==> config.mk <==
export PLATFORM = sky130hd
export DESIGN_NAME = tmr_fault_monitor_flat
export DESIGN_NICKNAME = d
export VERILOG_FILES = /design/src/rtl/tmr_fault_monitor_if.sv /design/src/rtl/tmr_fault_monitor.sv /design/src/flat_wrapper.sv
export SDC_FILE = /design/constraint.sdc
export NUM_CORES = 1
export LEC_CHECK = 0
export ABC_CLOCK_PERIOD_IN_PS = 2900
export CORE_MARGIN = 2
export CORE_UTILIZATION = 47
export DETAILED_ROUTE_END_ITERATION = 10
export PLACE_DENSITY = 0.86
export SYNTH_ARGS = -nofsm -noshare
export SYNTH_HDL_FRONTEND = slang
export SYNTH_SLANG_ARGS = --single-unit
==> constraint.sdc <==
create_clock -name clk -period 2.9 [get_ports clk]
set_clock_uncertainty 0.15 [all_clocks]
set_input_delay 0.87 -clock clk [delete_from_list [all_inputs] [get_ports clk]]
set_output_delay 0.87 -clock clk [all_outputs]
set_load 0.02 [all_outputs]
==> src/rtl/tmr_fault_monitor_if.sv <==
// rtl/tmr_fault_monitor_if.sv - voter/monitor signal bundle for tmr_fault_monitor
//
// Ports (as seen from the slave / monitor side):
//   voter_state  in   2      00 agree, 01 A dissents, 10 B dissents, 11 C dissents
//   vote_fail    in   1      no majority among the three cores
//   vote_valid   in   1      qualifies voter_state / vote_fail
//   resync_ack   in   1      reload logic finished resynchronising the core
//   clear        in   1      software clear of counters and state
//   fault_cnt_a/b/c out CNT_W saturating lifetime dissent counts
//   resync_req   out  1      level request to reload resync_core
//   resync_core  out  2      01 A, 10 B, 11 C, 00 when idle
//   halt         out  1      sticky fatal-fault flag
//   mon_state    out  2      current monitor state encoding
interface tmr_fault_monitor_if #(
    parameter int CNT_W = 16
);
    logic [1:0]       voter_state;
    logic             vote_fail;
    logic             vote_valid;
    logic             resync_ack;
    logic             clear;
    logic [CNT_W-1:0] fault_cnt_a;
    logic [CNT_W-1:0] fault_cnt_b;
    logic [CNT_W-1:0] fault_cnt_c;
    logic             resync_req;
    logic [1:0]       resync_core;
    logic             halt;
    logic [1:0]       mon_state;

    modport master (
        output voter_state, vote_fail, vote_valid, resync_ack, clear,
        input  fault_cnt_a, fault_cnt_b, fault_cnt_c,
        input  resync_req, resync_core, halt, mon_state
    );

    modport slave (
        input  voter_state, vote_fail, vote_valid, resync_ack, clear,
        output fault_cnt_a, fault_cnt_b, fault_cnt_c,
        output resync_req, resync_core, halt, mon_state
    );
endinterface

==> src/rtl/tmr_fault_monitor.sv <==
// rtl/tmr_fault_monitor.sv - TMR voter fault monitor with per-core counters and resync/halt FSM
//
// Ports:
//   clk  in  1  single clock, rising edge
//   rst  in  1  synchronous active-high reset
//   mon  tmr_fault_monitor_if.slave  voter inputs, resync handshake, counters and status
//
// Parameters:
//   CNT_W   width of each per-core fault counter
//   THRESH  consecutive dissents by one core that trigger a resync request (2..15)
module tmr_fault_monitor #(
    parameter int CNT_W  = 16,
    parameter int THRESH = 4
) (
    input  logic                clk,
    input  logic                rst,
    tmr_fault_monitor_if.slave  mon
);

    typedef enum logic [1:0] {
        IDLE   = 2'b00,
        ALERT  = 2'b01,
        RESYNC = 2'b10,
        HALT   = 2'b11
    } state_t;

    localparam int                 SW       = 4;
    localparam logic [SW-1:0]      THRESH_V = SW'(THRESH);

    state_t                    state_q, state_d;
    logic [2:0][CNT_W-1:0]     cnt_q, cnt_d;
    logic [SW-1:0]             streak_q, streak_d;
    logic [1:0]                streak_core_q, streak_core_d;
    logic                      req_q, req_d;
    logic [1:0]                rcore_q, rcore_d;
    logic                      halt_q, halt_d;

    logic                      sample;
    logic                      dissent;
    logic                      same_core;

    function automatic logic [CNT_W-1:0] sat_inc(input logic [CNT_W-1:0] v);
        return (&v) ? v : v + 1'b1;
    endfunction

    assign sample    = mon.vote_valid && !mon.vote_fail;
    assign dissent   = sample && (mon.voter_state != 2'b00);
    assign same_core = (mon.voter_state == streak_core_q);

    always_comb begin
        state_d       = state_q;
        cnt_d         = cnt_q;
        streak_d      = streak_q;
        streak_core_d = streak_core_q;

        if (mon.clear) begin
            state_d       = IDLE;
            cnt_d         = '0;
            streak_d      = '0;
            streak_core_d = 2'b00;
        end else if (state_q == HALT) begin
            // sticky: counters and streak frozen until clear/reset
        end else if (mon.vote_valid && mon.vote_fail) begin
            state_d = HALT;
        end else begin
            if (dissent) begin
                case (mon.voter_state)
                    2'b01:   cnt_d[0] = sat_inc(cnt_q[0]);
                    2'b10:   cnt_d[1] = sat_inc(cnt_q[1]);
                    default: cnt_d[2] = sat_inc(cnt_q[2]);
                endcase
            end

            if (sample) begin
                if (mon.voter_state == 2'b00) begin
                    streak_d = '0;
                end else if (same_core) begin
                    streak_d = (streak_q >= THRESH_V) ? THRESH_V : streak_q + 1'b1;
                end else begin
                    streak_d      = SW'(1);
                    streak_core_d = mon.voter_state;
                end
            end

            case (state_q)
                IDLE: begin
                    if (dissent) state_d = ALERT;
                end
                ALERT: begin
                    if (sample && !dissent)
                        state_d = IDLE;
                    else if (dissent && streak_d == THRESH_V)
                        state_d = RESYNC;
                end
                RESYNC: begin
                    // ack beats a same-cycle foreign dissent; the dissent is still counted above
                    if (mon.resync_ack) begin
                        state_d  = IDLE;
                        streak_d = '0;
                    end else if (dissent && !same_core) begin
                        state_d = HALT;
                    end
                end
                default: ;
            endcase
        end

        // Outputs are registered copies derived from the next state
        req_d   = (state_d == RESYNC);
        rcore_d = (state_d == RESYNC) ? streak_core_d : 2'b00;
        halt_d  = (state_d == HALT);
    end

    always_ff @(posedge clk) begin
        if (rst) begin
            state_q       <= IDLE;
            cnt_q         <= '0;
            streak_q      <= '0;
            streak_core_q <= 2'b00;
            req_q         <= 1'b0;
            rcore_q       <= 2'b00;
            halt_q        <= 1'b0;
        end else begin
            state_q       <= state_d;
            cnt_q         <= cnt_d;
            streak_q      <= streak_d;
            streak_core_q <= streak_core_d;
            req_q         <= req_d;
            rcore_q       <= rcore_d;
            halt_q        <= halt_d;
        end
    end

    assign mon.fault_cnt_a = cnt_q[0];
    assign mon.fault_cnt_b = cnt_q[1];
    assign mon.fault_cnt_c = cnt_q[2];
    assign mon.resync_req  = req_q;
    assign mon.resync_core = rcore_q;
    assign mon.halt        = halt_q;
    assign mon.mon_state   = state_q;

endmodule

==> src/flat_wrapper.sv <==
// flat-port wrapper written by rule: the top's interface ports become plain ports
module tmr_fault_monitor_flat 
#(
    parameter int CNT_W  = 16,
    parameter int THRESH = 4
)
  (clk, rst, mon_voter_state, mon_vote_fail, mon_vote_valid, mon_resync_ack, mon_clear, mon_fault_cnt_a, mon_fault_cnt_b, mon_fault_cnt_c, mon_resync_req, mon_resync_core, mon_halt, mon_mon_state);
  tmr_fault_monitor_if #(.CNT_W(CNT_W)) mon_i ();
  input  logic clk;
  input  logic rst;
  input wire logic [$bits(mon_i.voter_state)-1:0] mon_voter_state;
  input wire logic [$bits(mon_i.vote_fail)-1:0] mon_vote_fail;
  input wire logic [$bits(mon_i.vote_valid)-1:0] mon_vote_valid;
  input wire logic [$bits(mon_i.resync_ack)-1:0] mon_resync_ack;
  input wire logic [$bits(mon_i.clear)-1:0] mon_clear;
  output wire logic [$bits(mon_i.fault_cnt_a)-1:0] mon_fault_cnt_a;
  output wire logic [$bits(mon_i.fault_cnt_b)-1:0] mon_fault_cnt_b;
  output wire logic [$bits(mon_i.fault_cnt_c)-1:0] mon_fault_cnt_c;
  output wire logic [$bits(mon_i.resync_req)-1:0] mon_resync_req;
  output wire logic [$bits(mon_i.resync_core)-1:0] mon_resync_core;
  output wire logic [$bits(mon_i.halt)-1:0] mon_halt;
  output wire logic [$bits(mon_i.mon_state)-1:0] mon_mon_state;
  assign mon_i.voter_state = mon_voter_state;
  assign mon_i.vote_fail = mon_vote_fail;
  assign mon_i.vote_valid = mon_vote_valid;
  assign mon_i.resync_ack = mon_resync_ack;
  assign mon_i.clear = mon_clear;
  assign mon_fault_cnt_a = mon_i.fault_cnt_a;
  assign mon_fault_cnt_b = mon_i.fault_cnt_b;
  assign mon_fault_cnt_c = mon_i.fault_cnt_c;
  assign mon_resync_req = mon_i.resync_req;
  assign mon_resync_core = mon_i.resync_core;
  assign mon_halt = mon_i.halt;
  assign mon_mon_state = mon_i.mon_state;
  tmr_fault_monitor #(.CNT_W(CNT_W), .THRESH(THRESH)) u_core (.clk(clk), .rst(rst), .mon(mon_i));
endmodule
==> results.md <==
* Synth unique cells at 45
* Finished Core Util at 65.2%
* Final instance area at 4410 sq um
* Vias in the first global route at 3197
* Dpl hpwl at 6210 microns
* First-pass GRT wire length at 14300 microns
* Sink Count at 60
* Share of cells above drive strength 1 at 12.8%
* Outcome: finished, final reports clean
* Reg2reg end: u_core.mon.fault_cnt_b[14]
* Worst R2R Start: u_core.mon.fault_cnt_b[6]
* Gp weighted congestion at 0.873
* Iter 0 DRT Violations at 151
* Crit-path cells: clkdlybuf4s50_1 > buf_4 > and3b_1 > nand4_1 > or4_4 > a21oi_2
* Slew Viols, Final at 0
* Tot Pwr at 1.64 mW
* Area Overhead vs Synth at 35.6%
* Worst hold start: u_core.streak_q[1]
* # setup viols final at 0
* Worst r2r path cells at 4
* Router iterations before antenna repair at 6
* Worst min path class: flip-flop to flip-flop
* Syn_area_per_cell at 8.27 sq um
* Crit-path slowest cell: or4_4
* Core Region at 6760 sq um
* Hold depth at 2
* Instance count of the mapped netlist at 393
* Arr. time, crit path at 2.75 ns
* Placed Instance Area at 4150 sq um
* MaxCap Viol Count at 0
* Critical Path Max Stage Delay at 0.61 ns
* Grt ovf at 0
* CP startpoint kind: input pin
* DRC viols at 0
* Data required time of the worst path at 3.02 ns
* R2r setup slk at 0.82 ns
* Yosys reg bits at 60
* Unrepaired setup endpoints after global routing: no
* Final Critical Period at 2.63 ns
* Critical Path Fanout Max at 5
* Fin. Hold Viols at 0
* Port Buffers at 61
* Fin crit share at 90.7%
* Hold Slack at 0.308 ns
* Initial core utilization at 48.1%
* Post-DR vias/cell at 6.26
* CP Class: input pin to flip-flop
* Async SR Flop Fraction at 0%
* Post-detailed-route count of antenna-violating nets at 0
* Syn Std Cell Area at 3250 sq um
* CTS tree: done
* Synth top area share at 36.9%
* Pwr dens at 371 nW/um^2
* Ports at 62
* Routed WL at 8740 microns
* Min-Delay Endpoint: u_core.streak_q[1]
* Setup tns final at 0 ns
* Clk buf depth at 2
* Yosys warns at 0
* Crit-path leading delay family: simple AND/OR/NAND/NOR gates
* CP endpoint kind: flip-flop
* Worst path bufs/invs at 2
* H-tree depth at 3
* Top FF cell, synth: dfxtp_1
* Clk_lat worst skew at 0.33 ns
* Relative slew slack at 44.2%
* Gr usage total at 23.2%
* Max VDD drop at 0.245 mV
* Die Span Y at 87.2 microns
* Cts bufs inserted at 9
* Post-synth top area cell: dfxtp_1
* Clock slew at reported path FFs at 0.07 ns
* Post-synthesis sequential area ratio at 36.9%
* Top post-synthesis cells by area: dfxtp_1 37%, a21oi_1 6.5%, o31ai_1 4.8%
* Rows at 30
* Hold buffers post-CTS at 0
* Wire per inst at 15.5 microns
* Via Count at 3530
* Post-Synthesis Net Count at 408
* Pin count of the biggest net entering global routing at 40
* Antenna diode count at 0
* Fin nets at 496
* Static Leak at 1.42 nW
* Die W at 87.2 microns
* CTS root buf: clkbuf_8
* Post-synth EDFFs at 0
* Initial antenna violation count at 0
* Die area at 7600 sq um
* Peak Freq at 380 MHz
* Slew @ Worst Pin at 0.830 ns
* Fillers at 562
[layout make-up]
| type | instances | area [sq um] | area share, % |
|---|---|---|---|
| timing repair buffer | 95 | 903 | 20.5 |
| multi-input combinational | 303 | 1980 | 45.0 |
| inverter | 12 | 45.0 | 1.02 |
| clock buffer | 12 | 165 | 3.75 |
| tap | 80 | 100 | 2.27 |
| clock inverter | 2 | 10.0 | 0.227 |
| sequential | 60 | 1200 | 27.2 |
[worst max path at each step]
| stage | cells past startpoint | to | slack, ns | from |
|---|---|---|---|---|
| final | 6 | u_core.mon.fault_cnt_a[12] | 0.27 | mon_vote_valid |
| after global routing | 8 | u_core.mon.fault_cnt_a[12] | 0.19 | mon_vote_valid |
| after CTS | 9 | u_core.mon.fault_cnt_b[7] | 0.004 | mon_voter_state[0] |
| after detailed placement | 7 | u_core.mon.fault_cnt_b[14] | -0.39 | mon_voter_state[0] |
| after global placement | 7 | u_core.mon.fault_cnt_b[15] | -0.33 | mon_voter_state[0] |
| after floorplan | 8 | u_core.mon.fault_cnt_b[15] | 0.01 | mon_voter_state[0] |
[synth_stat cells, drive strengths merged, types with 10 or more instances]
library cell,n
clkbuf,15
o21ai,13
or4,20
nand4,16
nor2,10
nor4,11
nand2,37
nor3,13
o31ai,21
a21oi,42
and4,11
dfxtp,60
or3,16
mux2i,10
nand3,17
inv,12
[registers in the layout (all words and copies together) (netlist names)]
name	flops
u_core.mon.fault_cnt_a	16
u_core.mon.fault_cnt_b	16
u_core.mon.fault_cnt_c	16
u_core.streak_q	4
u_core.mon.mon_state	2
u_core.mon.resync_core	2
u_core.streak_core_q	2
u_core.mon.halt	1
u_core.mon.resync_req	1
[cells in the final DEF (no fill, tap or decap), types with 4 or more instances in the layout]
cell type        instances
dfxtp_1                 60
o21a_1                   6
nor2_1                  10
or4_4                    4
o31ai_1                 20
o21ai_0                 13
nand3_1                 17
nand4_1                 16
mux2i_1                 10
clkdlybuf4s50_1         59
nand2_1                 36
clkbuf_8                12
a211oi_1                 6
a21oi_1                 38
and2_1                   7
a21oi_2                  4
o211ai_1                 4
nor4_1                   9
buf_4                   30
nor3_1                  13
or4_1                   16
and4_1                  11
or3_1                   16
ha_1                     6
inv_1                   12
[timing repair]
action	in CTS	in global routing
setup buffers	0	2
gates resized for setup	1	16
setup endpoints to repair	4	27
pin swaps	0	6
[where the power goes]
part	internal, mW	switching [mW]
registers	0.828	0.00546
logic	0.0568	0.0655
clock network	0.368	0.314
[tightest hold or removal path, delay by kind of cell (launching register included)]
family	cells	cell delay, ns
simple gates	1	0.05
flops	1	0.31
compound gates	1	0.05
[metrics by stage]
step           worst slack, ns  std cells
6_report                 0.269        564
5_1_grt                  0.191        564
4_1_cts                0.00441        562
3_5_place_dp            -0.394        548
3_3_place_gp            -0.335        548
2_1_floorplan           0.0137        393
[cell families (layout without fill, tap and decap cells)]
kind of cell / after synthesis / after routing / synth area share, %
simple gates: 176 / 176 / 31.6
compound gates: 108 / 108 / 21.4
flops: 60 / 60 / 36.9
buf+inv: 30 / 121 / 3.77
mux: 10 / 10 / 3.08
fa+ha+maj: 7 / 7 / 2.69
xor+xnor: 2 / 2 / 0.539
[routing by layer]
layer  global-route usage, %  share of wire, %  wire (microns)
met5                       0                 0               0
met3                    3.79               5.4             471
met4                    8.11               1.2             102
met1                    29.9                44            3870
met2                    39.3                49            4300
Note: power is estimated with default switching activity, not from simulation.
